File: src/rtl/stream_output_handler.sv
// stream_output_handler
// Packs engine hit reports and end-of-query notifications into 128-bit
// stream output words. A single output register is refilled every cycle
// the downstream buffer is ready, so throughput is one word per cycle.
// Per-query hit count (saturating) and maximum score are accumulated
// between done notifications and reported in the done word.

module stream_output_handler (
    input  logic         clk,
    input  logic         rst,

    input  logic         hit_valid_in,
    output logic         hit_rdy_out,
    input  logic [27:0]  hit_ref_pos_in,
    input  logic [15:0]  hit_query_pos_in,
    input  logic [15:0]  hit_query_id_in,
    input  logic [31:0]  hit_score_in,

    input  logic         done_valid_in,
    output logic         done_rdy_out,
    input  logic [15:0]  done_query_id_in,

    output logic [127:0] so_data,
    output logic         so_valid,
    input  logic         so_rdy
);

    // Output word layout, most significant field first.
    typedef struct packed {
        logic [31:0] score;      // [127:96]
        logic [15:0] query_id;   // [95:80]
        logic [15:0] hit_count;  // [79:64]
        logic [15:0] zero;       // [63:48]
        logic [15:0] query_pos;  // [47:32]
        logic [3:0]  word_type;  // [31:28]
        logic [27:0] ref_pos;    // [27:0]
    } so_word_t;

    localparam logic [3:0]  TYPE_HIT  = 4'h1;
    localparam logic [3:0]  TYPE_DONE = 4'h2;
    localparam logic [15:0] CNT_MAX   = 16'hFFFF;

    typedef enum logic {
        OUT_EMPTY = 1'b0,
        OUT_FULL  = 1'b1
    } out_state_e;

    out_state_e  state_q,     state_d;
    so_word_t    so_data_q,   so_data_d;
    logic        so_valid_q,  so_valid_d;
    logic [15:0] hit_cnt_q,   hit_cnt_d;
    logic [31:0] max_score_q, max_score_d;

    logic space;
    logic hit_acc;
    logic done_acc;
    logic load;

    // Accept logic: the output register has room when empty or when it is
    // being drained this cycle; hits take strict priority over done.
    always_comb begin
        space    = (state_q == OUT_EMPTY) | so_rdy;
        hit_acc  = hit_valid_in & space;
        done_acc = done_valid_in & space & ~hit_valid_in;
        load     = hit_acc | done_acc;
    end

    assign hit_rdy_out  = space;
    assign done_rdy_out = space & ~hit_valid_in;
    assign so_data      = so_data_q;
    assign so_valid     = so_valid_q;

    // Next-state computation for the output FSM, output word and counters.
    always_comb begin
        // NOTE: every variable gets a hold default first so no path leaves
        // it unassigned, which would otherwise infer a latch.
        state_d     = state_q;
        so_data_d   = so_data_q;
        hit_cnt_d   = hit_cnt_q;
        max_score_d = max_score_q;

        if (state_q == OUT_EMPTY) begin
            if (load) begin
                state_d = OUT_FULL;
            end
        end else begin
            if (so_rdy && !load) begin
                state_d = OUT_EMPTY;
            end
        end
        so_valid_d = (state_d == OUT_FULL);

        if (hit_acc) begin
            so_data_d.score     = hit_score_in;
            so_data_d.query_id  = hit_query_id_in;
            so_data_d.hit_count = 16'h0;
            so_data_d.zero      = 16'h0;
            so_data_d.query_pos = hit_query_pos_in;
            so_data_d.word_type = TYPE_HIT;
            so_data_d.ref_pos   = hit_ref_pos_in;

            if (hit_cnt_q != CNT_MAX) begin
                hit_cnt_d = hit_cnt_q + 16'd1;
            end
            if (hit_score_in > max_score_q) begin
                max_score_d = hit_score_in;
            end
        end else if (done_acc) begin
            // The done word reports the totals accumulated before this cycle.
            so_data_d.score     = max_score_q;
            so_data_d.query_id  = done_query_id_in;
            so_data_d.hit_count = hit_cnt_q;
            so_data_d.zero      = 16'h0;
            so_data_d.query_pos = 16'h0;
            so_data_d.word_type = TYPE_DONE;
            so_data_d.ref_pos   = 28'h0;

            hit_cnt_d   = 16'h0;
            max_score_d = 32'h0;
        end
    end

    // State register; a synchronous reset drops any pending word and
    // clears the per-query accumulators.
    always_ff @(posedge clk) begin
        // NOTE: non-blocking assignments so every flop samples the values
        // computed before this edge, independent of statement order.
        if (rst) begin
            state_q     <= OUT_EMPTY;
            so_valid_q  <= 1'b0;
            so_data_q   <= '0;
            hit_cnt_q   <= 16'h0;
            max_score_q <= 32'h0;
        end else begin
            state_q     <= state_d;
            so_valid_q  <= so_valid_d;
            so_data_q   <= so_data_d;
            hit_cnt_q   <= hit_cnt_d;
            max_score_q <= max_score_d;
        end
    end

endmodule
File: config.mk
export PLATFORM = sky130hd
export DESIGN_NAME = stream_output_handler
export DESIGN_NICKNAME = d
export VERILOG_FILES = /design/src/rtl/stream_output_handler.sv
export SDC_FILE = /design/constraint.sdc
export NUM_CORES = 1
export LEC_CHECK = 0
export BUFFER_PORTS_ARGS = -buffer_cell sky130_fd_sc_hd__buf_2
export CAP_MARGIN = 15
export CORE_MARGIN = 4
export CORE_UTILIZATION = 51
export CTS_BUF_LIST = sky130_fd_sc_hd__clkbuf_4
export CTS_CLUSTER_DIAMETER = 120
export DETAILED_ROUTE_END_ITERATION = 7
export HOLD_SLACK_MARGIN = 0.02
export PLACE_DENSITY = 0.86
export SYNTH_ARGS = -nofsm -noshare
export SYNTH_HDL_FRONTEND = slang
export SYNTH_SLANG_ARGS = --single-unit
File: constraint.sdc
create_clock -name clk -period 3.6 [get_ports clk]
set_clock_uncertainty 0.2 [all_clocks]
set_input_delay 0.9 -clock clk [delete_from_list [all_inputs] [get_ports clk]]
set_output_delay 0.9 -clock clk [all_outputs]
set_load 0.02 [all_outputs]
==> out/qor.csv <==
metric,value,unit
outcome,"finished, final reports clean",
synth warn,0,
final core occ,0.639,
global-route wire length before repair,30900,um
GRT Total Usage,0.237,
synth unique cells,47,
Final setup viols,0,
unrepaired setup endpoints after global routing,no,
drt via density,5.39,
Synth Cell Area,7030,sq um
core area,13300,sq um
GRT overflow,0,
layer with the highest usage,met2,
clock sink count,159,
M3 GR Usage,0.0520,
postcts setup bufs,0,
Worst R2R Setup Slack,0.71,ns
Worst Hold Endpoint,so_data[80]$_SDFFE_PP0P_,
gp weighted congestion,0.868,
Worst Path Required,3.88,ns
largest area contributor in the netlist,dfxtp_1,
crit path launch type,input pin,
I/O pin count,244,
clk buf depth,2,
"EDFF count, synth",0,
Fin. Hold Viols,0,
Wirelength per Cell,15.3,um
CTS root buf,clkbuf_4,
Hold Path Class,register to register,
vias in the first global route,6345,
dominant cells by area after synthesis,"dfxtp_1, nand2_1, a21oi_1, ha_1, nand3_1",
drt first pass iters,5,
sequential fraction of the synthesis area,0.453,
largest net degree at the start of global routing,85,
Post-Synthesis Cells,864,
Detailed Place HPWL,13100,um
fraction of layout cells with a size suffix above 1,0.261,
VDD IR-drop max,0.000403,V
TritonCTS clock tree,yes,
setup TNS,0,ns
"Slew Viols, Final",0,
# fillers,1135,
RR Endpoint,max_score_q[19]$_SDFFE_PP0P_,
total power,0.00373,W
minimum clock period,2.95,ns
Starting Density,0.527,
Final ANT Viol Nets,0,
worst-case headroom to the max-slew limit,0.476,
Port Buf Inserts,225,
Hold Path Origin,so_data[80]$_SDFFE_PP0P_,
Critical Path AT,3.23,ns
total CTS buffers,17,
reg2reg start,max_score_q[29]$_SDFFE_PP0P_,
Max-cap violations,0,
area post-placement,8180,sq um
clk_lat worst skew,0.57,ns
total number of vias,6700,
Die Height,125,um
met1 usage,0.297,
worst reg2reg path depth,9,
CTS hold repair buffers,0,
CTS H-tree lvls,4,
predominant post-synthesis flop cell,dfxtp_1,
row count,42,
Final Cycle Share,0.820,
pwr dens,438,nW/um^2
Lkg Pwr,3.61,nW
final instance area,8530,sq um
final wirelength,19000,um
Worst-Margin Slew,0.785,ns
asr flop ratio synth,0,
die width,125,um
cts repair resizes,0,
syn avg cell area,8.14,sq um
CP endpoint kind,register,
die footprint,15700,sq um
hold path cells,2,
1st-iter DRT viols,513,
number of synthesized register bits,159,
Peak Freq,339,MHz
Setup CP Type,input pin to register,
met2 Use GR,0.394,
DRC,0,
area grow syn2layout,21.3,%
Worst-path clk slew,0.14,ns
CP Max Fanout,33,
initial antenna violation count,1,
post-synth top area share,0.453,
nets,1199,
==> where the power goes <==
part	internal [W]	switching [W]
Sequential	0.00184	0.0000401
Clock	0.000560	0.000671
Combinational	0.000212	0.000409
Total	0.00261	0.00112
==> synthesized netlist by cell type, types with 3 or more instances <==
cell type and count:
a21oi_1 88, a22oi_1 17, a31oi_1 33, and3_1 3, buf_2 7, buf_4 18, clkbuf_1 57, dfxtp_1 159
ha_1 33, inv_1 34, nand2_1 202, nand2b_1 3, nand3_1 50, nand4_1 13, nor2_1 31, nor3_1 4
o21ai_0 5, o31ai_1 30, or4_1 30, xor2_1 12
==> kinds of logic (layout without fill, tap and decap cells) <==
group / count (synthesis) / count (layout) / share of synthesized area
AND/OR/NAND/NOR: 351 / 351 / 0.231
other: 1 / 19 / 0.000533
buffers and inverters: 118 / 303 / 0.0740
adder cells (fa/ha/maj): 33 / 33 / 0.0587
flip-flops: 159 / 159 / 0.453
multiplexers: 2 / 2 / 0.00285
XOR/XNOR: 13 / 13 / 0.0162
AO/OA/AOI/OAI: 187 / 187 / 0.164
==> cell usage in the layout, fill, tap and decap left out, types with 3 or more instances in the layout <==
cell type   synthesis  routed
nand4_1            13      13
clkbuf_4            0      17
nor3_1              4       4
inv_1              34      34
conb_1              1      18
or4_1              30      30
nand2b_1            3       3
nor2_1             31      29
clkinvlp_4          0       3
dfxtp_1           159     159
bufinv_16           0       4
o31ai_1            30      30
inv_6               0       3
and3_1              3       3
buf_4              18      10
nand3_1            50      50
buf_2               7     224
ha_1               33      33
nand2_1           202     202
a31oi_1            33      33
a21oi_1            88      88
o21ai_0             5       5
xor2_1             12      12
a22oi_1            17      17
==> state kept, by name (all words and copies together) (netlist names) <==
register / flops
hit_cnt_q: 16
max_score_q: 32
so_valid: 1
so_data: 110
==> area by class of cell <==
class	instances	area (sq um)	area share
clock buffers	17	128	0.0150
multi-input cells	604	3410	0.400
repair buffers	237	1250	0.146
flip-flops and latches	159	3180	0.373
well taps	176	220	0.0258
diodes	1	2.50	0.000293
inverters	34	128	0.0150
clock inverters	15	206	0.0242
==> critical path: stages <==
cell and delay (ns):
buf_2 0.12, ha_1 0.31, nand4_1 0.19, nor4_1 0.41
nor3b_2 0.30, o32a_4 0.40, nor2_2 0.09, buf_4 0.23
o31ai_1 0.27
==> how the worst max path moves through the flow <==
| stage | start | endpoint | slack [ns] | cells past startpoint |
|---|---|---|---|---|
| after floorplan | hit_score_in[13] | max_score_q[10]$_SDFFE_PP0P_ | 0.61 | 8 |
| after global placement | hit_score_in[31] | max_score_q[20]$_SDFFE_PP0P_ | -0.02 | 9 |
| after detailed placement | hit_score_in[31] | max_score_q[19]$_SDFFE_PP0P_ | -0.12 | 9 |
| after CTS | hit_score_in[31] | max_score_q[19]$_SDFFE_PP0P_ | 0.49 | 9 |
| after global routing | max_score_q[31]$_SDFFE_PP0P_ | max_score_q[17]$_SDFFE_PP0P_ | 0.45 | 9 |
| final | hit_score_in[31] | max_score_q[19]$_SDFFE_PP0P_ | 0.65 | 9 |
==> per-stage QoR <==
step / std cells / hold WS (ns) / worst slack (ns)
after floorplan: 881 / 0.241 / 0.611
after global placement: 1209 / 0.239 / -0.0203
after detailed placement: 1209 / 0.245 / -0.118
after CTS: 1241 / 0.263 / 0.490
after global routing: 1243 / 0.285 / 0.453
final: 1243 / 0.260 / 0.647
==> per-layer routing <==
layer / share of wire / routed length (um)
met1: 0.42 / 8040
met3: 0.060 / 1140
met2: 0.49 / 9350
met5: 0 / 0
met4: 0.026 / 495
No activity file was read; power rests on OpenSTA's default activity.
